## src/rtl/routex_pktgen_pkg.sv

```systemverilog
// Shared types and constants for the router-port packet generator.
// A hop word is valid when its top byte is nonzero.
package routex_pktgen_pkg;

  typedef enum logic [1:0] {
    StIdle,
    StHead,
    StBody
  } state_e;

  typedef struct packed {
    logic [63:0] data;
    logic        head;
    logic        tail;
  } flit_t;

  localparam int unsigned HOP_VALID_MSB = 63;
  localparam int unsigned HOP_VALID_LSB = 56;

  function automatic logic hop_valid(input logic [63:0] word);
    return |word[HOP_VALID_MSB:HOP_VALID_LSB];
  endfunction

endpackage

```

## src/rtl/routex_hop_count.sv

```systemverilog
// Combinational header-length finder: index of the first invalid hop word at or above 1.
// Word 0 always counts, so the result lies in 1..NumHops.
module routex_hop_count
  import routex_pktgen_pkg::*;
#(
  parameter int unsigned NumHops = 8,
  parameter int unsigned CntW    = $clog2(NumHops + 1)
) (
  input  logic [NumHops-1:0][63:0] i_dest,
  output logic [CntW-1:0]          o_hops
);

  localparam int unsigned IdxW = (NumHops > 1) ? $clog2(NumHops) : 1;

  logic w_found;

  always_comb begin
    o_hops  = CntW'(NumHops);
    w_found = 1'b0;
    for (int i = 1; i < int'(NumHops); i++) begin
      if (!w_found && !hop_valid(i_dest[IdxW'(i)])) begin
        o_hops  = CntW'(i);
        w_found = 1'b1;
      end
    end
  end

endmodule

```

## src/rtl/routex_pktgen.sv

```systemverilog
// Per-port packet source: on GO, emits the latched source-route header then LEN payload
// flits as 64-bit flits with HEAD/TAIL marking, honouring per-cycle back-pressure.
module routex_pktgen
  import routex_pktgen_pkg::*;
#(
  parameter int unsigned NumHops = 8,
  parameter int unsigned PortId  = 0
) (
  input  logic                     i_clk,
  input  logic                     i_rst_n,
  input  logic [NumHops-1:0][63:0] i_dest,
  input  logic [63:0]              i_len,
  input  logic                     i_go,
  input  logic                     i_bp,
  output logic                     o_out_valid,
  output logic [63:0]              o_out_data,
  output logic                     o_out_head,
  output logic                     o_out_tail,
  output logic                     o_busy,
  output logic [31:0]              o_pkt_cnt,
  output logic [15:0]              o_go_drop
);

  localparam int unsigned CntW     = $clog2(NumHops + 1);
  localparam int unsigned IdxW     = (NumHops > 1) ? $clog2(NumHops) : 1;
  localparam logic [7:0]  PortByte = 8'(PortId);

  state_e                   r_state;
  logic [NumHops-1:0][63:0] r_dest;
  logic [63:0]              r_len;
  logic [63:0]              r_k;
  logic [IdxW-1:0]          r_idx;
  logic [IdxW-1:0]          r_last_idx;
  logic [7:0]               r_pkt_id;
  flit_t                    r_flit;
  logic                     r_active;
  logic [31:0]              r_pkt_cnt;
  logic [15:0]              r_go_drop;

  logic [CntW-1:0] w_hops;
  logic [IdxW-1:0] w_go_last;
  logic [IdxW-1:0] w_idx_nxt;
  logic [63:0]     w_k_nxt;
  logic            w_accept;

  routex_hop_count #(
    .NumHops (NumHops),
    .CntW    (CntW)
  ) u_hop_count (
    .i_dest (i_dest),
    .o_hops (w_hops)
  );

  function automatic logic [63:0] payload(input logic [7:0] id, input logic [63:0] k);
    return {PortByte, id, k[47:0]};
  endfunction

  assign w_go_last = IdxW'(w_hops - CntW'(1));
  assign w_idx_nxt = r_idx + IdxW'(1);
  assign w_k_nxt   = r_k + 64'd1;
  assign w_accept  = r_active & ~i_bp;

  always_ff @(posedge i_clk or negedge i_rst_n) begin
    if (!i_rst_n) begin
      r_state    <= StIdle;
      r_dest     <= '0;
      r_len      <= '0;
      r_k        <= '0;
      r_idx      <= '0;
      r_last_idx <= '0;
      r_pkt_id   <= '0;
      r_flit     <= '0;
      r_active   <= 1'b0;
      r_pkt_cnt  <= '0;
      r_go_drop  <= '0;
    end else begin
      // Any GO seen outside IDLE is dropped, including on the tail-accept edge.
      if (i_go && (r_state != StIdle) && (r_go_drop != 16'hFFFF)) begin
        r_go_drop <= r_go_drop + 16'd1;
      end

      if (w_accept && r_flit.tail) begin
        r_state   <= StIdle;
        r_active  <= 1'b0;
        r_flit    <= '{data: r_flit.data, head: 1'b0, tail: 1'b0};
        r_pkt_cnt <= r_pkt_cnt + 32'd1;
      end else begin
        unique case (r_state)
          StIdle: begin
            if (i_go) begin
              r_dest     <= i_dest;
              r_len      <= i_len;
              r_last_idx <= w_go_last;
              r_idx      <= '0;
              r_k        <= '0;
              r_pkt_id   <= r_pkt_cnt[7:0];
              r_active   <= 1'b1;
              r_flit     <= '{data: i_dest[0], head: 1'b1,
                              tail: (w_go_last == '0) && (i_len == '0)};
              r_state    <= StHead;
            end
          end
          StHead: begin
            if (w_accept) begin
              if (r_idx == r_last_idx) begin
                r_state <= StBody;
                r_flit  <= '{data: payload(r_pkt_id, 64'd0), head: 1'b0,
                             tail: (r_len == 64'd1)};
              end else begin
                r_idx  <= w_idx_nxt;
                r_flit <= '{data: r_dest[w_idx_nxt], head: 1'b0,
                            tail: (w_idx_nxt == r_last_idx) && (r_len == '0)};
              end
            end
          end
          StBody: begin
            if (w_accept) begin
              r_k    <= w_k_nxt;
              r_flit <= '{data: payload(r_pkt_id, w_k_nxt), head: 1'b0,
                          tail: (w_k_nxt == r_len - 64'd1)};
            end
          end
          default: r_state <= StIdle;
        endcase
      end
    end
  end

  assign o_out_valid = r_active;
  assign o_busy      = r_active;
  assign o_out_data  = r_flit.data;
  assign o_out_head  = r_flit.head;
  assign o_out_tail  = r_flit.tail;
  assign o_pkt_cnt   = r_pkt_cnt;
  assign o_go_drop   = r_go_drop;

endmodule

```

## config.mk

```make
export PLATFORM = sky130hd
export DESIGN_NAME = routex_pktgen
export DESIGN_NICKNAME = d
export VERILOG_FILES = /design/src/rtl/routex_pktgen_pkg.sv /design/src/rtl/routex_hop_count.sv /design/src/rtl/routex_pktgen.sv
export SDC_FILE = /design/constraint.sdc
export NUM_CORES = 2
export LEC_CHECK = 0
export ABC_AREA = 1
export CORE_UTILIZATION = 49
export CTS_CLUSTER_SIZE = 24
export DETAILED_ROUTE_END_ITERATION = 8
export PLACE_DENSITY = 0.88
export SYNTH_ARGS = -nofsm -noshare
export SYNTH_HDL_FRONTEND = slang
export SYNTH_HIERARCHICAL = 1
export SYNTH_SLANG_ARGS = --single-unit
export TNS_END_PERCENT = 50
```

## constraint.sdc

```tcl
create_clock -name i_clk -period 2.5 [get_ports i_clk]
set_clock_uncertainty 0.1 [all_clocks]
set_input_delay 0.5 -clock i_clk [delete_from_list [all_inputs] [get_ports i_clk]]
set_output_delay 0.5 -clock i_clk [all_outputs]
set_load 0.05 [all_outputs]
```

==> metrics.cfg <==
[run_status]
outcome = finished, violations left
violations = setup timing

[sta]
hold_viol_final = 0
timing.fmax_ghz = 0.348
layout_setup_ws_ns = -0.375
rsz0062_at_grt = true
setup_violations = 36
drv_slew = 0
period_minus_slack_ns = 2.87
max-slew-margin-rel_pct = 46.7
worst_pin_slew_ns = 0.794
fin_crit_sh_pct = 115

[clocking]
cts_buffers = 85
cts-root-buf = clkbuf_16
cts_max_level = 3
cts_sinks = 771
path_clk_slew_ns = 0.06
cts_tree = built
cts_buffer_depth = 3
clk_latency_ns = 0.71

[finish]
n_fill_cell = 6070
drive_gt1_share_pct = 17.9
nets = 7709
area_growth_pct = 46.1
fin_area_um2 = 60100
finalNonFillerCells = 8291
final-seq-area_um2 = 19300
multi_input_area_um2 = 20100

[die]
core-area_um2 = 82600
io_pins = 696
die-area_um2 = 85100
die_x_um = 292
die_h_um = 292
rows = 105
start_util_pct = 49.8

[critical_path]
required_ns = 3.00
r2r_slack_ns = -0.37
cpMaxStageDelayCell = dfrtp_1
worstSetupEndpointType = register
crit_path_cell_trace = nand2_1 -> nor2_2 -> nand2_1 -> nor2_2 -> nand2_1 -> buf_4 -> inv_1 -> nand3_1 -> nand2_2 -> nand2_1 -> nand2_1 -> inv_1 -> nand2_1 -> nor2_1 -> nand2_1 -> nor2_1 -> nand2_1 -> nand2_1 -> nand2_1 -> nand2_1
startpoint_type = register
worstPathMaxFanout = 4
crit_arrival_ns = 3.37
worstReg2RegStart = r_k[9]
reg2reg_depth = 20
crit_family = simple AND/OR/NAND/NOR gates
cpMostUsedCell = nand2_1
setup.worst_path.start = r_k[9]
critPathMaxStageDelay_ns = 0.38
critPathBufInv = 3
worstSetupPathType = register to register
r2r_end = o_out_tail

[grt]
overflow = 0
grt_max_degree = 101
grt_pass1_wl_um = 285000
antenna_found_initial = 44
grt_pass1_vias = 46388
track_usage_pct = 45.2

[route]
drt_pass1_iterations = 7
wl_um = 201000
vias = 48235
drc = 0
wl_per_cell_um = 24.3
drt-vias-per-instance = 5.82
drt_iter0_markers = 6035
ant_nets = 0

[worst_hold_path]
whs_endpoint = r_dest[486]
holdPathStages = 3
min_from = i_dest[486]
hp-class = input pin to register

[pwr]
p_sw_mw = 33.1
p_comb_share_pct = 51.2
p_clk_share_pct = 19.5
power_density_nw_per_um2 = 1210
pwr-share-seq_pct = 29.3
internal_power_mw = 39.7
p_leak_nw = 29.1
ir_drop_mv = 0.930
p_sw_share_pct = 45.5

[place]
place_hpwl_um = 151000
place_area_um2 = 55100
pre_cts_ws_ns = -0.585
portBuffers = 695
dpl.cell_count = 8039
place.gp.congestion = 1.12

[synthesis]
yosys_warnings = 6
syn-num-nets = 6374
synth_cells = 5782
netlist_area_um2 = 41100
syn_avg_cell_area_um2 = 7.12

[run]
drv_cap = 0

[through the flow]
step,hold slack (ns),utilization [%],TNS (ns),power [mW]
CTS,0.228,71.2,-1.39,69.1
floorplan,0.104,-,-0.0519,38.1
global placement,0.341,66.7,-40.25,53.1
detailed placement,0.348,66.7,-49.07,53.9
finish,0.232,72.7,-2.47,72.8
global route,0.253,72.7,-6.32,75.7
[worst register-to-register path: stages (launching register included)]
cell and delay, ns:
dfrtp_1 0.38, nand2_1 0.13, nor2_2 0.25, nand2_1 0.14, nor2_2 0.20, nand2_1 0.11
buf_4 0.16, inv_1 0.08, nand3_1 0.32, nand2_2 0.24, nand2_1 0.07, nand2_1 0.08
inv_1 0.04, nand2_1 0.05, nor2_1 0.04, nand2_1 0.08, nor2_1 0.05, nand2_1 0.09
nand2_1 0.06, nand2_1 0.06, nand2_1 0.05
[sequential cells by signal, indices dropped and copies added (netlist names)]
signal and flops:
r_dest 512, o_out_data 64, r_k 64, r_len 64, o_pkt_cnt 32, o_go_drop 16, r_pkt_id 8, r_idx 3
r_last_idx 3, r_state 2, o_busy 1, o_out_head 1, o_out_tail 1
[metal layers]
metal / vias up / track usage (%) / wire [um]
li1: 21175 / - / -
met1: 22522 / 53.4 / 68800
met2: 3570 / 69.9 / 89600
met3: 950 / 11.4 / 22800
met4: 18 / 36.7 / 20100
met5: - / 0 / 111
[power groups by stage]
stage | Sequential (mW) | Clock, mW | Combinational (mW)
6_report | 21.3 | 14.2 | 37.3
5_1_grt | 21.6 | 14.6 | 39.5
3_3_place_gp | 20.8 | 0 | 32.3
4_1_cts | 20.9 | 14.1 | 34.1
2_1_floorplan | 22.1 | 0 | 16.0
3_5_place_dp | 21.0 | 0 | 32.9
[worst max path at each step]
stage	to	slack [ns]	cells past startpoint
floorplan	o_pkt_cnt[30]	-0.03	13
global placement	o_out_tail	-0.54	21
detailed placement	o_out_tail	-0.59	10
CTS	o_out_tail	-0.20	21
global route	o_out_tail	-0.53	19
finish	o_out_tail	-0.37	20
[layout by cell type, fill, tap and decap left out, drive strengths merged, types with 50 or more instances in the layout]
cell and n:
nand2 2366, nand3 208, nand4 50, dfrtp 771, clkbuf 130, o211ai 77
buf 846, dlygate4sd2 77, clkdlybuf4s50 595, o22ai 53, nor2 582, o21ai 647
inv 434, a21oi 81
[area by class of cell]
cell class / count / share of cell area [%]
inverter: 434 / 2.80
clock inverter: 33 / 1.07
timing repair buffer: 1532 / 24.0
sequential: 771 / 32.1
antenna: 35 / 0.146
multi-input combinational: 4293 / 33.5
tap: 1070 / 2.23
clock buffer: 123 / 4.18
[what timing repair did]
action                                  CTS  global route
buffers inserted                         14            38
cloned                                    4             9
hold buffers                              1             0
endpoints found under the setup margin  132           108
hold endpoints to repair                 30             0
pin swaps                                40            69
gates resized for setup                 217           250
No activity file was read; power rests on OpenSTA's default activity.
